[src/rtl/radio_pll_seq_pkg.sv]
`timescale 1ns/1ps
`default_nettype none
// ============================================================================
//  Module      : radio_pll_seq_pkg
//  Description : Shared types and constants for the radio PLL hop sequencer.
//                Holds the sequencer state encoding, the channel count and a
//                helper that tells whether a state presents a locked PLL.
//  Revision    : 1.0  initial release
// ============================================================================
package radio_pll_seq_pkg;

    // Number of hop channels (0..78).
    localparam int NUM_CH = 79;

    // Width of a channel index.
    localparam int FK_W = $clog2(NUM_CH);

    typedef enum logic [2:0] {
        ST_IDLE   = 3'd0,
        ST_SETTLE = 3'd1,
        ST_READY  = 3'd2,
        ST_TX     = 3'd3,
        ST_RX     = 3'd4
    } pll_state_t;

    // READY, TX and RX all run with a settled synthesizer.
    function automatic logic is_locked_state(input pll_state_t s);
        return (s == ST_READY) || (s == ST_TX) || (s == ST_RX);
    endfunction

endpackage : radio_pll_seq_pkg
`default_nettype wire

[src/rtl/radio_pll_seq_us_downcounter.sv]
`timescale 1ns/1ps
`default_nettype none
// ============================================================================
//  Module      : radio_pll_seq_us_downcounter
//  Description : Microsecond down-counter. Loads a start value, decrements on
//                each tick while nonzero (never wraps) and reports completion.
//  Ports       : clk       - clock
//                rstz      - asynchronous active-low reset
//                load      - load load_val (wins over tick)
//                load_val  - start value
//                tick      - decrement enable (1 us pulse)
//                done      - EARLY=0: count is zero
//                            EARLY=1: the final decrement happens this cycle
//  Revision    : 1.0  initial release
// ============================================================================
module radio_pll_seq_us_downcounter #(
    parameter int W     = 10,
    parameter bit EARLY = 1'b0
) (
    input  logic         clk,
    input  logic         rstz,
    input  logic         load,
    input  logic [W-1:0] load_val,
    input  logic         tick,
    output logic         done
);

    logic [W-1:0] r_count;

    always_ff @(posedge clk or negedge rstz) begin
        if (!rstz) begin
            r_count <= '0;
        end else if (load) begin
            r_count <= load_val;
        end else if (tick && (r_count != '0)) begin
            r_count <= r_count - W'(1);
        end
    end

    generate
        if (EARLY) begin : g_early
            // Flag the edge on which the count reaches zero, so the consumer
            // can act on that same edge.
            assign done = tick && (r_count == W'(1));
        end else begin : g_zero
            assign done = (r_count == '0);
        end
    endgenerate

endmodule : radio_pll_seq_us_downcounter
`default_nettype wire

[src/rtl/radio_pll_seq.sv]
`timescale 1ns/1ps
`default_nettype none
// ============================================================================
//  Module      : radio_pll_seq
//  Description : Hop sequencer between the link controller and the radio.
//                Latches the next channel on fk_chg_p, strobes the synthesizer
//                load, times PLL settling in microseconds and only then grants
//                the PA/LNA enables. Powers the PLL down after IDLE_US of
//                unused lock.
//  Ports       : clk_6M            - 6 MHz baseband clock
//                rstz              - asynchronous active-low reset
//                p_1us             - 1 us pulse
//                regi_pllsetuptime - settle time in us, sampled at each load
//                nxtfk             - next hop channel
//                fk_chg_p          - channel-change request
//                txbit_period      - TX window request
//                rxbit_period      - RX window request
//                radio_fk          - channel presented to the radio
//                loadfreq_p        - synthesizer load strobe
//                pll_en            - synthesizer power enable
//                pll_locked        - high in READY/TX/RX
//                pa_en / lna_en    - TX / RX front-end enables
//                late_p            - request seen while not locked
//  Revision    : 1.0  initial release
// ============================================================================
module radio_pll_seq
    import radio_pll_seq_pkg::*;
#(
    parameter int IDLE_US = 100,
    parameter int CNT_W   = 10
) (
    input  logic            clk_6M,
    input  logic            rstz,
    input  logic            p_1us,
    input  logic [9:0]      regi_pllsetuptime,
    input  logic [FK_W-1:0] nxtfk,
    input  logic            fk_chg_p,
    input  logic            txbit_period,
    input  logic            rxbit_period,
    output logic [FK_W-1:0] radio_fk,
    output logic            loadfreq_p,
    output logic            pll_en,
    output logic            pll_locked,
    output logic            pa_en,
    output logic            lna_en,
    output logic            late_p
);

    localparam int IDLE_W = $clog2(IDLE_US + 1);

    pll_state_t      r_state;
    pll_state_t      w_next;
    logic            w_req;
    logic            w_late;
    logic            w_settle_done;
    logic            w_idle_done;
    logic            w_idle_load;
    logic            w_idle_tick;

    logic [FK_W-1:0] r_radio_fk;
    logic            r_loadfreq_p;
    logic            r_pll_en;
    logic            r_pll_locked;
    logic            r_pa_en;
    logic            r_lna_en;
    logic            r_late_p;
    logic            r_late_flag;

    assign w_req = txbit_period || rxbit_period;

    // Settle timer: reloaded by every channel change.
    radio_pll_seq_us_downcounter #(
        .W     (CNT_W),
        .EARLY (1'b0)
    ) u_settle_cnt (
        .clk      (clk_6M),
        .rstz     (rstz),
        .load     (fk_chg_p),
        .load_val (CNT_W'(regi_pllsetuptime)),
        .tick     (p_1us),
        .done     (w_settle_done)
    );

    // Idle timer: held at IDLE_US outside READY or while a request is up, so
    // only uninterrupted READY microseconds run it down.
    assign w_idle_load = (r_state != ST_READY) || w_req;
    assign w_idle_tick = p_1us && (r_state == ST_READY);

    radio_pll_seq_us_downcounter #(
        .W     (IDLE_W),
        .EARLY (1'b1)
    ) u_idle_cnt (
        .clk      (clk_6M),
        .rstz     (rstz),
        .load     (w_idle_load),
        .load_val (IDLE_W'(IDLE_US)),
        .tick     (w_idle_tick),
        .done     (w_idle_done)
    );

    // State register
    always_ff @(posedge clk_6M or negedge rstz) begin
        if (!rstz) begin
            r_state <= ST_IDLE;
        end else begin
            r_state <= w_next;
        end
    end

    // Next-state logic; a channel change overrides everything else.
    always_comb begin
        w_next = r_state;
        w_late = 1'b0;
        if ((r_state == ST_IDLE) || (r_state == ST_SETTLE)) begin
            w_late = w_req && !r_late_flag;
        end
        if (fk_chg_p) begin
            w_next = ST_SETTLE;
        end else begin
            case (r_state)
                ST_IDLE: begin
                    w_next = ST_IDLE;
                end
                ST_SETTLE: begin
                    if (w_settle_done) begin
                        w_next = ST_READY;
                    end
                end
                ST_READY: begin
                    if (txbit_period) begin
                        w_next = ST_TX;
                    end else if (rxbit_period) begin
                        w_next = ST_RX;
                    end else if (w_idle_done) begin
                        w_next = ST_IDLE;
                    end
                end
                ST_TX: begin
                    if (!txbit_period) begin
                        w_next = ST_READY;
                    end
                end
                ST_RX: begin
                    if (!rxbit_period) begin
                        w_next = ST_READY;
                    end
                end
                default: begin
                    w_next = ST_IDLE;
                end
            endcase
        end
    end

    // Outputs are decoded from the next state and registered, so the enables
    // change on the same edge as the state.
    always_ff @(posedge clk_6M or negedge rstz) begin
        if (!rstz) begin
            r_radio_fk   <= '0;
            r_loadfreq_p <= 1'b0;
            r_pll_en     <= 1'b0;
            r_pll_locked <= 1'b0;
            r_pa_en      <= 1'b0;
            r_lna_en     <= 1'b0;
            r_late_p     <= 1'b0;
            r_late_flag  <= 1'b0;
        end else begin
            if (fk_chg_p) begin
                r_radio_fk <= nxtfk;
            end
            r_loadfreq_p <= fk_chg_p;
            r_pll_en     <= (w_next != ST_IDLE);
            r_pll_locked <= is_locked_state(w_next);
            r_pa_en      <= (w_next == ST_TX);
            r_lna_en     <= (w_next == ST_RX);
            r_late_p     <= w_late;
            // A channel change counts as a fresh entry into SETTLE.
            if ((w_next != r_state) || fk_chg_p) begin
                r_late_flag <= 1'b0;
            end else if (w_late) begin
                r_late_flag <= 1'b1;
            end
        end
    end

    assign radio_fk   = r_radio_fk;
    assign loadfreq_p = r_loadfreq_p;
    assign pll_en     = r_pll_en;
    assign pll_locked = r_pll_locked;
    assign pa_en      = r_pa_en;
    assign lna_en     = r_lna_en;
    assign late_p     = r_late_p;

endmodule : radio_pll_seq
`default_nettype wire

[config.mk]
export PLATFORM = sky130hd
export DESIGN_NAME = radio_pll_seq
export DESIGN_NICKNAME = d
export VERILOG_FILES = /design/src/rtl/radio_pll_seq_pkg.sv /design/src/rtl/radio_pll_seq_us_downcounter.sv /design/src/rtl/radio_pll_seq.sv
export SDC_FILE = /design/constraint.sdc
export NUM_CORES = 1
export LEC_CHECK = 0
export BUFFER_PORTS_ARGS = -buffer_cell sky130_fd_sc_hd__buf_2
export CAP_MARGIN = 30
export CORE_MARGIN = 2
export CORE_UTILIZATION = 49
export CTS_CLUSTER_SIZE = 16
export DETAILED_ROUTE_END_ITERATION = 6
export HOLD_SLACK_MARGIN = 0.1
export PLACE_DENSITY = 0.83
export SLEW_MARGIN = 10
export SYNTH_ARGS = -nofsm -noshare
export SYNTH_HDL_FRONTEND = slang
export SYNTH_SLANG_ARGS = --single-unit
[constraint.sdc]
create_clock -name clk_6M -period 2.4 [get_ports clk_6M]
set_input_delay 0.36 -clock clk_6M [delete_from_list [all_inputs] [get_ports clk_6M]]
set_output_delay 0.36 -clock clk_6M [all_outputs]
set_load 0.02 [all_outputs]
# After elaboration in Yosys (flattened, before gate mapping)
# Index checks and enable logic that the tools add are counted.
[totals]
ff_bits = 34
latch_bits = 0
ramBits = 0
romBits = 0
memories = 0
[op_classes]
n_addsub = 2
n_mul = 0
div = 0
magnitude_cmp = 0
eq_ne = 10
n_shift = 0
muxes = 15
bitwise_logic = 0
n_reduce_logical = 20
[ops]
columns = ["op", "n"]
rows = [
  ["2-to-1 mux 3 bit", 7],
  ["2-to-1 mux 10 bit", 2],
  ["2-to-1 mux 7 bit", 2],
  ["equality test 3 x 2 -> 1 bit (second input constant)", 4],
  ["case mux 3 bit (4 select lines)", 1],
  ["logical NOT 10 bit", 1],
  ["nonzero test 10 bit", 1],
  ["subtractor 10 x 1 -> 10 bit (second input constant)", 1],
  ["equality test 7 x 1 -> 1 bit (second input constant)", 1],
  ["nonzero test 7 bit", 1],
  ["subtractor 7 x 1 -> 7 bit (second input constant)", 1],
  ["equality test 3 bit (second input constant)", 2],
  ["logical OR 1 bit", 6],
  ["nonzero test 2 bit", 3],
  ["logical AND 1 bit", 5],
  ["equality test 3 x 1 -> 1 bit (second input constant)", 1],
  ["logical NOT 3 bit", 1],
  ["2-to-1 mux 1 bit", 3],
  ["inequality test 3 x 2 -> 1 bit (second input constant)", 1],
  ["inequality test 3 bit", 1],
  ["nonzero test 3 bit", 1],
  ["logical NOT 1 bit", 1],
]

# Longest topological paths before layout
[depth]
ltp_word = 11
depth_mapped = 6
ltp_nobuf = 6

# Hierarchy
# From an unflattened synthesis, not the netlist that was laid out.
[hier_totals]
hier_cells = 186
hier_area_um2 = 1945.6
[modules_own_cells]
columns = ["module", "instances", "cells_per_inst", "area_each_um2", "seq_area_each_um2"]
rows = [
  ["radio_pll_seq", 1, 66, 799.5, 425.4],
  ["radio_pll_seq_us_downcounter (u_settle_cnt)", 1, 67, 621.8, 250.2],
  ["radio_pll_seq_us_downcounter (u_idle_cnt)", 1, 53, 524.3, 175.2],
]

# Worst setup path after synthesis
# No wires, ideal clock.
[synth_path]
kind = "register -> register"
startpoint = "register u_settle_cnt.r_count[0]"
endpoint = "register r_pa_en, in the netlist pa_en"
setup_time_ps = 87
t_arrival_ps = 1820
slack_ps = 493
path_stages_with_launch = 7
n_path_buf = 0
cell_sequence = "dfrtp_1 > inv_1 > ha_1 > or4b_4 > or3_4 > o211a_4 > a211oi_2"
[synth_between]
elab_chain_cells = 5
[synth_lines]
columns = ["element", "line_no", "source"]
rows = [
  ["start: declaration", "radio_pll_seq_us_downcounter.sv:28", "logic [W-1:0] r_count;"],
  ["start signal: assignment", "radio_pll_seq_us_downcounter.sv:34", "r_count <= load_val;"],
  ["start signal: assignment", "radio_pll_seq_us_downcounter.sv:36", "r_count <= r_count - W'(1);"],
  ["logical NOT 10 bit", "radio_pll_seq_us_downcounter.sv:46", "assign done = (r_count == '0);"],
  ["2-to-1 mux 3 bit", "radio_pll_seq.sv:125", "if (w_settle_done) begin"],
  ["case mux 3 bit (4 select lines)", "radio_pll_seq.sv:120", "case (r_state)"],
  ["2-to-1 mux 3 bit", "radio_pll_seq.sv:117", "if (fk_chg_p) begin"],
  ["equality test 3 x 2 -> 1 bit", "radio_pll_seq.sv:174", "r_pa_en <= (w_next == ST_TX);"],
  ["end signal: assignment", "radio_pll_seq.sv:174", ""],
  ["end: declaration", "radio_pll_seq.sv:64", "logic r_pa_en;"],
]
# No other way between the ends.
# A chain may end at the register's enable or synchronous reset.

# Final worst setup path
[layout_path]
startpoint = "register u_settle_cnt.r_count[0]"
endpoint = "register r_pll_en, in the netlist pll_en"
[layout_between]
elab_chain_cells = 5
[layout_lines]
columns = ["element", "line_no", "source"]
rows = [
  ["logical NOT 10 bit", "radio_pll_seq_us_downcounter.sv:46", ""],
  ["2-to-1 mux 3 bit", "radio_pll_seq.sv:125", ""],
  ["case mux 3 bit (4 select lines)", "radio_pll_seq.sv:120", ""],
  ["2-to-1 mux 3 bit", "radio_pll_seq.sv:117", ""],
  ["nonzero test 3 bit", "radio_pll_seq.sv:172", "r_pll_en <= (w_next != ST_IDLE);"],
  ["end signal: assignment", "radio_pll_seq.sv:172", ""],
  ["end: declaration", "radio_pll_seq.sv:62", "logic r_pll_en;"],
]
# No other way between the ends.

==> results.py <==
metrics = {
    "detailed_routing": {
        "drt-total-wl_um": 3400,
        "vias_per_cell": 5.48,
        "drt_first_pass_iters": 4,
        "postRouteAntennaNets": 0,
        "routedWlPerCell_um": 13.1,
        "drtIter0Drc": 84,
        "vias": 1419,
        "drc": 0,
    },
    "clock_network": {
        "cts_setup_buffers": 0,
        "cts.htree.levels": 2,
        "root_buffer": "clkbuf_8",
        "clk_latency_ns": 0.29,
        "cts_buffers": 5,
        "cts_sinks": 34,
        "hold_buffers": 0,
        "path_clk_slew_ns": 0.07,
        "cts_resized": 0,
        "cts_tree": "done",
        "clock_path_buffers": 2,
    },
    "logic_synthesis": {
        "synth_edf_count": 0,
        "synth_top_cell_area_share_pct": 47.1,
        "ys_warn_count": 0,
        "avgSynthCellArea_sq_um": 10.3,
        "syn_nets": 203,
        "yosys.area.top_type": "dfrtp_1",
        "synth_area_sq_mm": 0.00181,
        "synth_cells": 175,
        "yosysUniqueCellTypes": 48,
        "async_reset_ff_share_pct": 100,
        "ys_seq_area_share_pct": 47.1,
        "synth_ff_type": "dfrtp_1",
        "synth_seq_cells": 34,
        "synth.area.top_cells": "dfrtp_1 47%, mux2_2 4.4%, nor2_1 3.5%, ha_1 3.5%, xor2_1 3.4%",
    },
    "sta": {
        "fmax_ghz": 0.484,
        "fin_skew_ns": 0.0121,
        "relSlewSlack_pct": 50.2,
        "tns_ns": 0,
        "worst_pin_slew_ns": 0.747,
        "setup_violations": 0,
        "rsz0062_at_grt": "false",
        "finalCriticalPeriod_ns": 2.07,
        "slew_violations": 0,
        "hold_viol_final": 0,
        "hold_ws_ns": 0.138,
        "fin_crit_sh_pct": 86.1,
    },
    "setup_path": {
        "crit_type": "reg2reg",
        "worstRegToRegCells": 6,
        "start_kind": "register",
        "critPathArrivalTime_ns": 2.22,
        "cp_max_fo": 4,
        "crit_required_ns": 2.55,
        "r2r_start": "u_settle_cnt.r_count[0]",
        "reg2reg_to": "pll_en",
        "critPathCaptureType": "register",
        "r2r_setup_slack_ns": 0.33,
    },
    "cells_and_area": {
        "diodes": 0,
        "mostFrequentLayoutCells": "35 x buf_2, 34 x dfrtp_1, 17 x nor2_1, 13 x nand2_1",
        "nNetsFinal": 238,
        "n_fill_cell": 319,
        "drive_gt1_share_pct": 27.5,
        "final_common_cell": "buf_2",
        "syn2layout_area_growth_pct": 16.6,
        "layout.cells.non_filler": 259,
        "finish.instance_area_sq_mm": 0.00210,
    },
    "placed_design": {
        "dpl_cell_area_sq_mm": 0.00201,
        "placed_cells": 251,
        "dpl.hpwl_um": 2480,
        "port_buffers": 35,
        "place.gp.congestion": 0.863,
    },
    "power": {
        "total_power_uw": 1230,
        "vdd_ir_drop_max_mv": 0.336,
        "p_leak_uw": 0.000875,
        "power_density_mw_per_mm2": 584,
    },
    "global_routing": {
        "grtUsageTotal_pct": 18.8,
        "grt_max_degree": 35,
        "antenna_found_initial": 0,
        "overflow": 0,
        "grt_pass1_vias": 1309,
        "grt_pass1_wl_um": 5930,
    },
    "run_status": {
        "status": "completed",
    },
    "floorplan": {
        "die_h_um": 64.7,
        "fp.coreArea_sq_mm": 0.00361,
        "core.rowCount": 22,
        "initial_core_util_pct": 50.1,
        "die_w_um": 64.7,
        "ios": 36,
        "dieArea_sq_mm": 0.00419,
    },
    "job": {
        "drv_cap": 0,
    },
    "min_path": {
        "hp-class": "in2async",
    },
}
[cell type report]
| class | instances | area, sq um | share of cell area (%) |
|---|---|---|---|
| flip-flops and latches | 34 | 851 | 40.4 |
| clock inverters | 1 | 5.00 | 0.238 |
| inverters | 7 | 26.3 | 1.25 |
| repair buffers | 35 | 175 | 8.32 |
| clock buffers | 7 | 86.3 | 4.10 |
| multi-input cells | 127 | 901 | 42.8 |
| well taps | 48 | 60.1 | 2.85 |
[synthesized netlist by cell type (2+ instances only)]
cell / instances
a21oi_1: 3
a31oi_1: 3
and2_1: 2
clkbuf_1: 5
dfrtp_1: 34
ha_1: 5
inv_1: 7
mux2_2: 7
mux2i_1: 3
nand2_1: 13
nand2b_1: 5
nand3_1: 3
nor2_1: 17
nor3_1: 4
nor3b_1: 2
nor4_1: 3
nor4b_1: 4
o2111ai_1: 3
o211ai_1: 3
o21a_1: 2
o21ai_0: 7
o311ai_0: 2
o31ai_1: 3
or4_1: 4
xnor2_1: 2
xor2_1: 7
[metrics by stage]
stage	util, %	setup slack, ns
final	58.4	0.334
after detailed placement	55.8	0.352
after CTS	58.4	0.336
after global placement	55.8	0.436
after global routing	58.4	0.204
after floorplan	-	0.493
[power breakdown]
group	total, uW	internal (uW)	switching, uW
logic	158	70.0	88.1
clock network	433	231	202
registers	637	607	30.1
[per-layer routing]
metal	GRT usage (%)	up-vias	share of wire [%]
met5	0	-	0
met4	8.24	0	1.5
met3	7.64	4	8.0
met2	27.6	54	44
met1	24.4	652	47
li1	-	709	-
[critical path, stage by stage, from the launching register on]
cell and delay (ns):
dfrtp_1 0.37, inv_1 0.11, ha_1 0.21, or4b_4 0.49, or3_4 0.37, a21oi_1 0.25, nand3_1 0.13
[cell families (layout without fill, tap and decap cells)]
logic type               after synthesis  count (layout)  share of synthesized area (%)
multiplexers                          10              10                           6.03
adder cells (fa/ha/maj)                5               5                           3.47
XOR/XNOR                               9               9                           4.37
flip-flops                            34              34                           47.1
AND/OR/NAND/NOR                       68              68                           21.6
AO/OA/AOI/OAI                         35              35                           14.4
buffers and inverters                 14              50                           2.98
[sequential cells by signal, indices dropped and copies added (netlist names), 3 cells and up]
signal,cells
u_idle_cnt.r_count,7
u_settle_cnt.r_count,10
r_state,3
radio_fk,7
[worst max path at each step]
stage / from / end / slack (ns) / depth (start not counted)
finish: u_settle_cnt.r_count[0] / pll_en / 0.33 / 6
CTS: u_settle_cnt.r_count[0] / pll_en / 0.34 / 6
detailed placement: u_settle_cnt.r_count[0] / r_late_flag / 0.35 / 6
global route: u_settle_cnt.r_count[0] / u_settle_cnt.r_count[0] / 0.20 / 6
global placement: u_settle_cnt.r_count[0] / pa_en / 0.44 / 6
floorplan: u_settle_cnt.r_count[0] / pa_en / 0.49 / 6
Power figures use the tool's default switching activity.
